<file path="src/rtl/uart_tx_fifo.sv">
// ============================================================================
// uart_tx_fifo : byte FIFO feeding an 8N1 serial transmitter, LSB first.
// UART_PARITY_EN adds an even-parity bit.              Rev 1.0
// ============================================================================
`default_nettype none

module uart_tx_fifo #(
  parameter int CLKS_PER_BIT = 5208,
  parameter int FIFO_DEPTH   = 4
) (
  input  logic                        clk,
  input  logic                        rst,
  input  logic                        wr_en,
  input  logic [7:0]                  wr_data,
  output logic                        full,
  output logic [$clog2(FIFO_DEPTH):0] level,
  output logic                        bussy,
  output logic                        tx
);

  localparam int PW = $clog2(FIFO_DEPTH);
  localparam int LW = PW + 1;
  localparam int CW = $clog2(CLKS_PER_BIT);
  localparam logic [CW-1:0] C_CNT_MAX  = CW'(CLKS_PER_BIT - 1);
  localparam logic [LW-1:0] C_LVL_FULL = LW'(FIFO_DEPTH);

  typedef enum logic [2:0] {
    S_IDLE   = 3'd0,
    S_START  = 3'd1,
    S_DATA   = 3'd2,
`ifdef UART_PARITY_EN
    S_PARITY = 3'd3,
`endif
    S_STOP   = 3'd4
  } state_t;

  state_t          r_state;
  logic [CW-1:0]   r_cnt;
  logic [2:0]      r_idx;
  logic [7:0]      r_shift;
  logic [PW-1:0]   r_wptr;
  logic [PW-1:0]   r_rptr;
  logic [LW-1:0]   r_level;
  logic            r_bussy;
  logic            r_tx;
  logic [7:0]      r_mem [FIFO_DEPTH];

  logic            w_push;
  logic            w_pop;
  logic            w_bit_done;

  // Full is taken from the pre-pop level, so a write on a pop edge is still dropped.
  assign full       = (r_level == C_LVL_FULL);
  assign level      = r_level;
  assign bussy      = r_bussy;
  assign tx         = r_tx;
  assign w_push     = wr_en && !full;
  assign w_pop      = (r_state == S_IDLE) && (r_level != '0);
  assign w_bit_done = (r_cnt == C_CNT_MAX);

  always_ff @(posedge clk) begin
    if (w_push) begin
      r_mem[r_wptr] <= wr_data;
    end
  end

  always_ff @(posedge clk or posedge rst) begin
    if (rst) begin
      r_state <= S_IDLE;
      r_cnt   <= '0;
      r_idx   <= '0;
      r_shift <= '0;
      r_wptr  <= '0;
      r_rptr  <= '0;
      r_level <= '0;
      r_bussy <= 1'b0;
      r_tx    <= 1'b1;
    end else begin
      r_bussy <= (r_state != S_IDLE) || (r_level != '0);

      if (w_push) begin
        r_wptr <= r_wptr + PW'(1);
      end
      if (w_pop) begin
        r_rptr <= r_rptr + PW'(1);
      end
      case ({w_push, w_pop})
        2'b10:   r_level <= r_level + LW'(1);
        2'b01:   r_level <= r_level - LW'(1);
        default: r_level <= r_level;
      endcase

      // tx follows the state one cycle later, keeping the line glitch-free.
      case (r_state)
        S_IDLE: begin
          r_tx  <= 1'b1;
          r_cnt <= '0;
          r_idx <= '0;
          if (w_pop) begin
            r_shift <= r_mem[r_rptr];
            r_state <= S_START;
          end
        end
        S_START: begin
          r_tx <= 1'b0;
          if (w_bit_done) begin
            r_cnt   <= '0;
            r_idx   <= '0;
            r_state <= S_DATA;
          end else begin
            r_cnt <= r_cnt + CW'(1);
          end
        end
        S_DATA: begin
          r_tx <= r_shift[r_idx];
          if (w_bit_done) begin
            r_cnt <= '0;
            if (r_idx == 3'd7) begin
`ifdef UART_PARITY_EN
              r_state <= S_PARITY;
`else
              r_state <= S_STOP;
`endif
            end else begin
              r_idx <= r_idx + 3'd1;
            end
          end else begin
            r_cnt <= r_cnt + CW'(1);
          end
        end
`ifdef UART_PARITY_EN
        S_PARITY: begin
          r_tx <= ^r_shift;
          if (w_bit_done) begin
            r_cnt   <= '0;
            r_state <= S_STOP;
          end else begin
            r_cnt <= r_cnt + CW'(1);
          end
        end
`endif
        S_STOP: begin
          r_tx <= 1'b1;
          if (w_bit_done) begin
            r_cnt   <= '0;
            r_state <= S_IDLE;
          end else begin
            r_cnt <= r_cnt + CW'(1);
          end
        end
        default: begin
          r_tx    <= 1'b1;
          r_cnt   <= '0;
          r_state <= S_IDLE;
        end
      endcase
    end
  end

endmodule

`default_nettype wire

</file>
<file path="config.mk">
export PLATFORM = sky130hd
export DESIGN_NAME = uart_tx_fifo
export DESIGN_NICKNAME = d
export VERILOG_FILES = /design/src/rtl/uart_tx_fifo.sv
export SDC_FILE = /design/constraint.sdc
export NUM_CORES = 1
export LEC_CHECK = 0
export BUFFER_PORTS_ARGS = -buffer_cell sky130_fd_sc_hd__buf_2
export CORE_ASPECT_RATIO = 1.2
export CORE_MARGIN = 1
export CORE_UTILIZATION = 45
export DETAILED_ROUTE_END_ITERATION = 8
export PLACE_DENSITY = 0.71
export SLEW_MARGIN = 15
export SYNTH_ARGS = -nofsm -noshare
export SYNTH_HDL_FRONTEND = slang
export SYNTH_SLANG_ARGS = --single-unit
export TNS_END_PERCENT = 100
</file>
<file path="constraint.sdc">
create_clock -name clk -period 2.1 [get_ports clk]
set_input_delay 0.105 -clock clk [delete_from_list [all_inputs] [get_ports clk]]
set_output_delay 0.105 -clock clk [all_outputs]
set_load 0.1 [all_outputs]
</file>
# Word level (Yosys, flattened, before mapping)
# Memories as Yosys holds them, arrays and structs flattened. A register that Yosys moved wholly into a read port is not among the register bits.
# Index checks and enable logic that the tools add are counted.
dict set report op_classes {
  reduce_logical 13
  eq_ne 14
  n_addsub 6
  n_lt_le_gt_ge 1
  muxes 17
}
# operator n
set op_table {}
lappend op_table {{13-bit two-way mux} 2}
lappend op_table {{3-bit two-way mux} 7}
lappend op_table {{13-bit by 1-bit adder with 13-bit output, second input constant} 1}
lappend op_table {{13-bit == test, second input constant} 1}
lappend op_table {{2-bit inequality test, second input constant} 6}
lappend op_table {{3-bit case mux with 4 select lines} 1}
lappend op_table {{3-bit == test, second input constant} 3}
lappend op_table {{3-bit case mux with 3 select lines} 1}
lappend op_table {{3-bit nonzero test} 3}
lappend op_table {{3-bit by 1-bit adder with 3-bit output, second input constant} 2}
lappend op_table {{3-bit case mux with 2 select lines} 1}
lappend op_table {{5-bit AND reduction} 1}
lappend op_table {{2-bit by 1-bit adder with 2-bit output, second input constant} 2}
lappend op_table {{3-bit by 4-bit < comparator with 1-bit output, second input constant} 1}
lappend op_table {{4-bit AND reduction} 1}
lappend op_table {{1-bit binary-select mux with 3-bit select} 1}
lappend op_table {{3-bit by 1-bit == test with 1-bit output, second input constant} 1}
lappend op_table {{3-bit by 2-bit == test with 1-bit output, second input constant} 1}
lappend op_table {{3-bit zero test} 1}
lappend op_table {{1-bit two-way mux} 3}
lappend op_table {{3-bit OR reduction} 1}
lappend op_table {{3-bit by 1-bit subtractor with 3-bit output, second input constant} 1}
lappend op_table {{2-bit by 1-bit == test with 1-bit output, second input constant} 1}
lappend op_table {{2-bit == test, second input constant} 1}
lappend op_table {{other kinds (6)} 7}
dict set report word_totals {
  reg_bits 28
  in_bits 11
  out_inout_bits 6
  wordCells 60
  mem_count 1
  ramBits 32
}
# name words width read_ports rd_clocked_by_memory_dff wr line
set memory_table {}
lappend memory_table {r_mem 4 8 1 1 1 46} ;# logic [7:0] r_mem [FIFO_DEPTH];

# Depth between registers and ports, before layout
dict set report depth {
  depth_word 5
  ltp_mapped 10
  mapped_depth_nobuf 10
}

# Worst setup path before layout
# Ideal clock, no wire load.
dict set report synth_path {
  kind {flip-flop to flip-flop}
  startpoint {register r_level[2] (netlist: level[2])}
  endpoint {register r_level[2] (netlist: level[2])}
  setup_time_ps 162
  synth_period_minus_slack_ps 3306
  path_slack_ps -1206
  stages_incl_launch_ff 10
  t_arrival_ps 3143
  required_time_ps 1938
  path_buffers 0
  cell_sequence {dfrtp_1 -> and3_1 -> nor2b_1 -> inv_1 -> ha_1 -> inv_1 -> fa_1 -> xor2_1 -> nor2_1 -> xor2_1}
}
dict set report synth_between {
  elab_chain_cells 5
  word_cells_on_any_way 11
  classes_between {add/sub: 2; eq/ne: 3; mux: 1; reduce/logical: 5}
}
# item line
set synth_rtl {}
lappend synth_rtl {{from (decl)} 43} ;# logic [LW-1:0] r_level;
lappend synth_rtl {{from (signal assigned)} 88} ;# 2'b10: r_level <= r_level + LW'(1);
lappend synth_rtl {{from (signal assigned)} 89} ;# 2'b01: r_level <= r_level - LW'(1);
lappend synth_rtl {{from (signal assigned)} 90} ;# default: r_level <= r_level;
lappend synth_rtl {{3-bit == test *} 53} ;# assign full = (r_level == C_LVL_FULL);
lappend synth_rtl {{named net full} 15} ;# output logic full,
lappend synth_rtl {{1-bit zero test *} 57} ;# assign w_push = wr_en && !full;
lappend synth_rtl {{1-bit logical AND *} 57}
lappend synth_rtl {{2-bit by 1-bit == test with 1-bit output or 2-bit == test (tied branches)} 87} ;# case ({w_push, w_pop})
lappend synth_rtl {{3-bit case mux with 2 select lines or 2-bit nonzero test (tied branches)} n/a}
# The timed path passes the listed nets; every way through them passes the cells marked *.
# A chain may end at the register's enable or synchronous reset.

# Final worst setup path
dict set report layout_path {
  startpoint {register r_level[0] (netlist: level[0])}
  endpoint {register r_level[2] (netlist: level[2])}
}
dict set report layout_between {
  elab_chain_cells 5
  word_cells_on_any_way 11
  classes_between {add/sub: 2; eq/ne: 3; mux: 1; reduce/logical: 5}
}
# item line
set layout_rtl {}
lappend layout_rtl {{3-bit == test} 53}
lappend layout_rtl {{1-bit zero test} 57}
lappend layout_rtl {{1-bit logical AND} 57}
lappend layout_rtl {{2-bit by 1-bit == test with 1-bit output or 2-bit == test (tied branches)} 87}
lappend layout_rtl {{3-bit case mux with 2 select lines or 2-bit nonzero test (tied branches)} n/a}
# Several ways; a longest one is shown, not always the timed one.

==> impl_metrics.env <==
export IMPL_cts_made_buffers=9
export IMPL_hold_viol=0
export IMPL_post_route_period_util_pct=92.9
export IMPL_die_w_um=76.3
export IMPL_cts_root_buf="clkbuf_8"
export IMPL_grt_pass1_vias=1712
export IMPL_ys_seq_area_share_pct=62.4
export IMPL_skew_ns=0.0103
export IMPL_ys_seq_elements=68
export IMPL_place_gp_congestion=0.753
export IMPL_antenna_found_initial=0
export IMPL_synth_distinct_cells=41
export IMPL_syn_area_sq_mm=0.00298
export IMPL_die_h_um=91.2
export IMPL_fin_nets=261
export IMPL_worst_pin_slew_ns=0.486
export IMPL_clock_path_buffers=2
export IMPL_maxCapViolCount=0
export IMPL_fin_hold_ws_ns=0.176
export IMPL_yosys_top_cells_area="edfxtp_1, dfrtp_1, mux4_2"
export IMPL_yosys_area_top_type="edfxtp_1"
export IMPL_post_route_util_pct=55.4
export IMPL_cts_tree="yes"
export IMPL_drt_iter0_markers=30
export IMPL_cellLeakagePower_nw=1.39
export IMPL_post_drt_via_cell_ratio=5.00
export IMPL_crit_type="reg -> reg"
export IMPL_cp_data_required_time_ns=2.35
export IMPL_grt_max_degree=37
export IMPL_yosys_area_top_type_share_pct=32.2
export IMPL_tns_ns=0
export IMPL_worst_slack_ns=0.149
export IMPL_reg2reg_from="level[0]"
export IMPL_num_rows=32
export IMPL_hold_path_depth=3
export IMPL_area_growth_pct=19.0
export IMPL_fin_area_sq_mm=0.00355
export IMPL_portBuffers=16
export IMPL_grt_pass1_wl_um=7780
export IMPL_fmax_mhz=512
export IMPL_start_util_pct=46.6
export IMPL_die_area_sq_mm=0.00696
export IMPL_antenna_left=0
export IMPL_yosysWarnings=0
export IMPL_place_ws_ns=0.166
export IMPL_cp_end_kind="register"
export IMPL_peakVddDrop_v=0.000726
export IMPL_status="finished, final reports clean"
export IMPL_rsz0062_at_grt="no"
export IMPL_layout_area_seq_sq_mm=0.00187
export IMPL_clkTransAtPathRegs_ns=0.07
export IMPL_wl_per_cell_um=13.9
export IMPL_track_usage_pct=15.0
export IMPL_drive_gt1_share_pct=29.8
export IMPL_holdPathEnd="r_wptr[0]"
export IMPL_post_route_min_period_ns=1.95
export IMPL_critPathLaunchType="register"
export IMPL_drt_wl_total_um=4580
export IMPL_worstSkewPairLatency_ns=0.33
export IMPL_worstRegToRegCells=10
export IMPL_r2r_setup_slack_ns=0.15
export IMPL_grt_overflow=0
export IMPL_io_pins=17
export IMPL_cts_max_level=3
export IMPL_clock_sinks=68
export IMPL_final_fill_count=518
export IMPL_r2r_end="level[2]"
export IMPL_syn_nets=223
export IMPL_slew_headroom_pct=67.8
export IMPL_syn_inst=203
export IMPL_dp_hpwl_um=3140
export IMPL_coreArea_sq_mm=0.00641
export IMPL_cts_setup_buffers=0
export IMPL_min_path_type="in -> reg"
export IMPL_dr_pass1_iters=4
export IMPL_min_from="wr_en"
export IMPL_diodes=0
export IMPL_cp_arrival_ns=2.21
export IMPL_via_count=1651
export IMPL_placed_area_sq_mm=0.00322
export IMPL_drc=0
export IMPL_critPathMaxFanout=7
export IMPL_multiInputGateArea_sq_mm=0.00106
export IMPL_drv_slew=0
export IMPL_setup_viol=0
export IMPL_power_density_mw_per_mm2=1370
export IMPL_syn_avg_cell_area_sq_um=14.7
==> metal layers <==
| layer | track usage, % | vias to the layer above | share of wire [%] |
|---|---|---|---|
| li1 | - | 803 | - |
| met1 | 17.0 | 810 | 43 |
| met2 | 25.6 | 27 | 52 |
| met3 | 4.92 | 11 | 3.2 |
| met4 | 6.73 | 0 | 2.0 |
| met5 | 0 | - | 0 |
==> registers in the layout, summed over array words and instances (netlist names) <==
signal and cells:
r_cnt 13, r_wptr 2, level 3, r_idx 3
r_state 3, tx 1, r_mem 32, bussy 1
r_rptr 2, r_shift 8
==> layout by cell type (no fill, tap or decap), drive strengths merged, types with 2 or more instances in the layout <==
master        n
nand2        11
nor2b         2
clkbuf        9
bufinv        3
nand2b        2
xor2          6
and3          2
clkinvlp      2
nand3         6
dfrtp        35
dlygate4sd3   9
xnor2        12
nor2         17
nor4          3
ha            8
buf          23
mux4         10
mux2         10
and2          5
nor3          5
edfxtp       32
mux2i         3
inv          13
==> kinds of logic (layout without fill, tap and decap cells) <==
| group | after synthesis | after routing | share of synthesized area (%) |
|---|---|---|---|
| AOI/OAI and AO/OA | 8 | 8 | 2.22 |
| DFF | 68 | 68 | 62.4 |
| adders and majority gates | 9 | 9 | 4.03 |
| buffers and inverters | 18 | 60 | 2.60 |
| and+or+nand+nor | 59 | 59 | 11.1 |
| xor gates and xnor gates | 18 | 18 | 5.28 |
| muxes | 23 | 23 | 12.3 |
==> stage by stage <==
step,power (mW),cells
global route,5.13,330
finish,4.87,330
floorplan,3.30,203
global placement,3.59,306
detailed placement,3.64,306
CTS,4.93,330
==> power by group <==
part	internal (mW)	leakage [nW]	total, mW	switching (mW)
Sequential	1.77	0.745	1.97	0.194
Clock	0.784	0.112	1.27	0.484
Combinational	0.678	0.535	1.64	0.959
==> worst max-delay path by stage <==
stage,startpoint,endpoint,slack [ns],cells after the start
CTS,level[0],level[2],0.14,10
global placement,level[0],level[2],0.20,10
detailed placement,level[0],level[2],0.17,10
global route,r_state[0],level[2],0.02,8
floorplan,level[0],level[2],-0.21,10
finish,level[0],level[2],0.15,10
==> cell usage after synthesis <==
| library cell | instances |
|---|---|
| a211oi_4 | 1 |
| a21oi_1 | 1 |
| a31o_2 | 1 |
| a31oi_1 | 1 |
| and2_1 | 5 |
| and3_1 | 1 |
| and3_2 | 1 |
| and4b_1 | 1 |
| and4bb_1 | 1 |
| buf_1 | 1 |
| buf_2 | 2 |
| buf_6 | 1 |
| clkbuf_1 | 1 |
| dfrtp_1 | 35 |
| dfstp_2 | 1 |
| edfxtp_1 | 32 |
| fa_1 | 1 |
| ha_1 | 8 |
| inv_1 | 13 |
| mux2_1 | 1 |
| mux2_2 | 9 |
| mux2i_1 | 3 |
| mux4_2 | 10 |
| nand2_1 | 11 |
| nand2b_1 | 2 |
| nand3_1 | 5 |
| nand3_4 | 1 |
| nand3b_1 | 1 |
| nand4_1 | 1 |
| nor2_1 | 17 |
| nor2b_1 | 2 |
| nor3_1 | 5 |
| nor4_1 | 3 |
| nor4b_4 | 1 |
| o21a_1 | 1 |
| o21ai_0 | 1 |
| o22ai_1 | 1 |
| o31ai_1 | 1 |
| or4b_1 | 1 |
| xnor2_1 | 12 |
| xor2_1 | 6 |
==> cell type report <==
cell class                 count  area share [%]
clock buffer                   9            3.49
multi-input combinational    117            29.9
timing repair buffer          32            6.27
sequential                    68            52.8
tap                           85            3.00
clock inverter                 6            3.21
inverter                      13            1.37
==> critical path, stage by stage, from the launching register on <==
cell	delay [ns]
dfrtp_4	0.50
inv_2	0.08
and3_4	0.20
nor2b_4	0.05
inv_1	0.06
ha_2	0.18
inv_2	0.04
fa_2	0.32
xor2_1	0.15
nor2_1	0.13
xor2_1	0.15
==> repair_timing <==
action,4_1_cts,5_1_grt
gates resized for setup,0,0
hold buffers,9,0
hold endpoints to repair,67,0
Note: power is estimated with default switching activity, not from simulation.
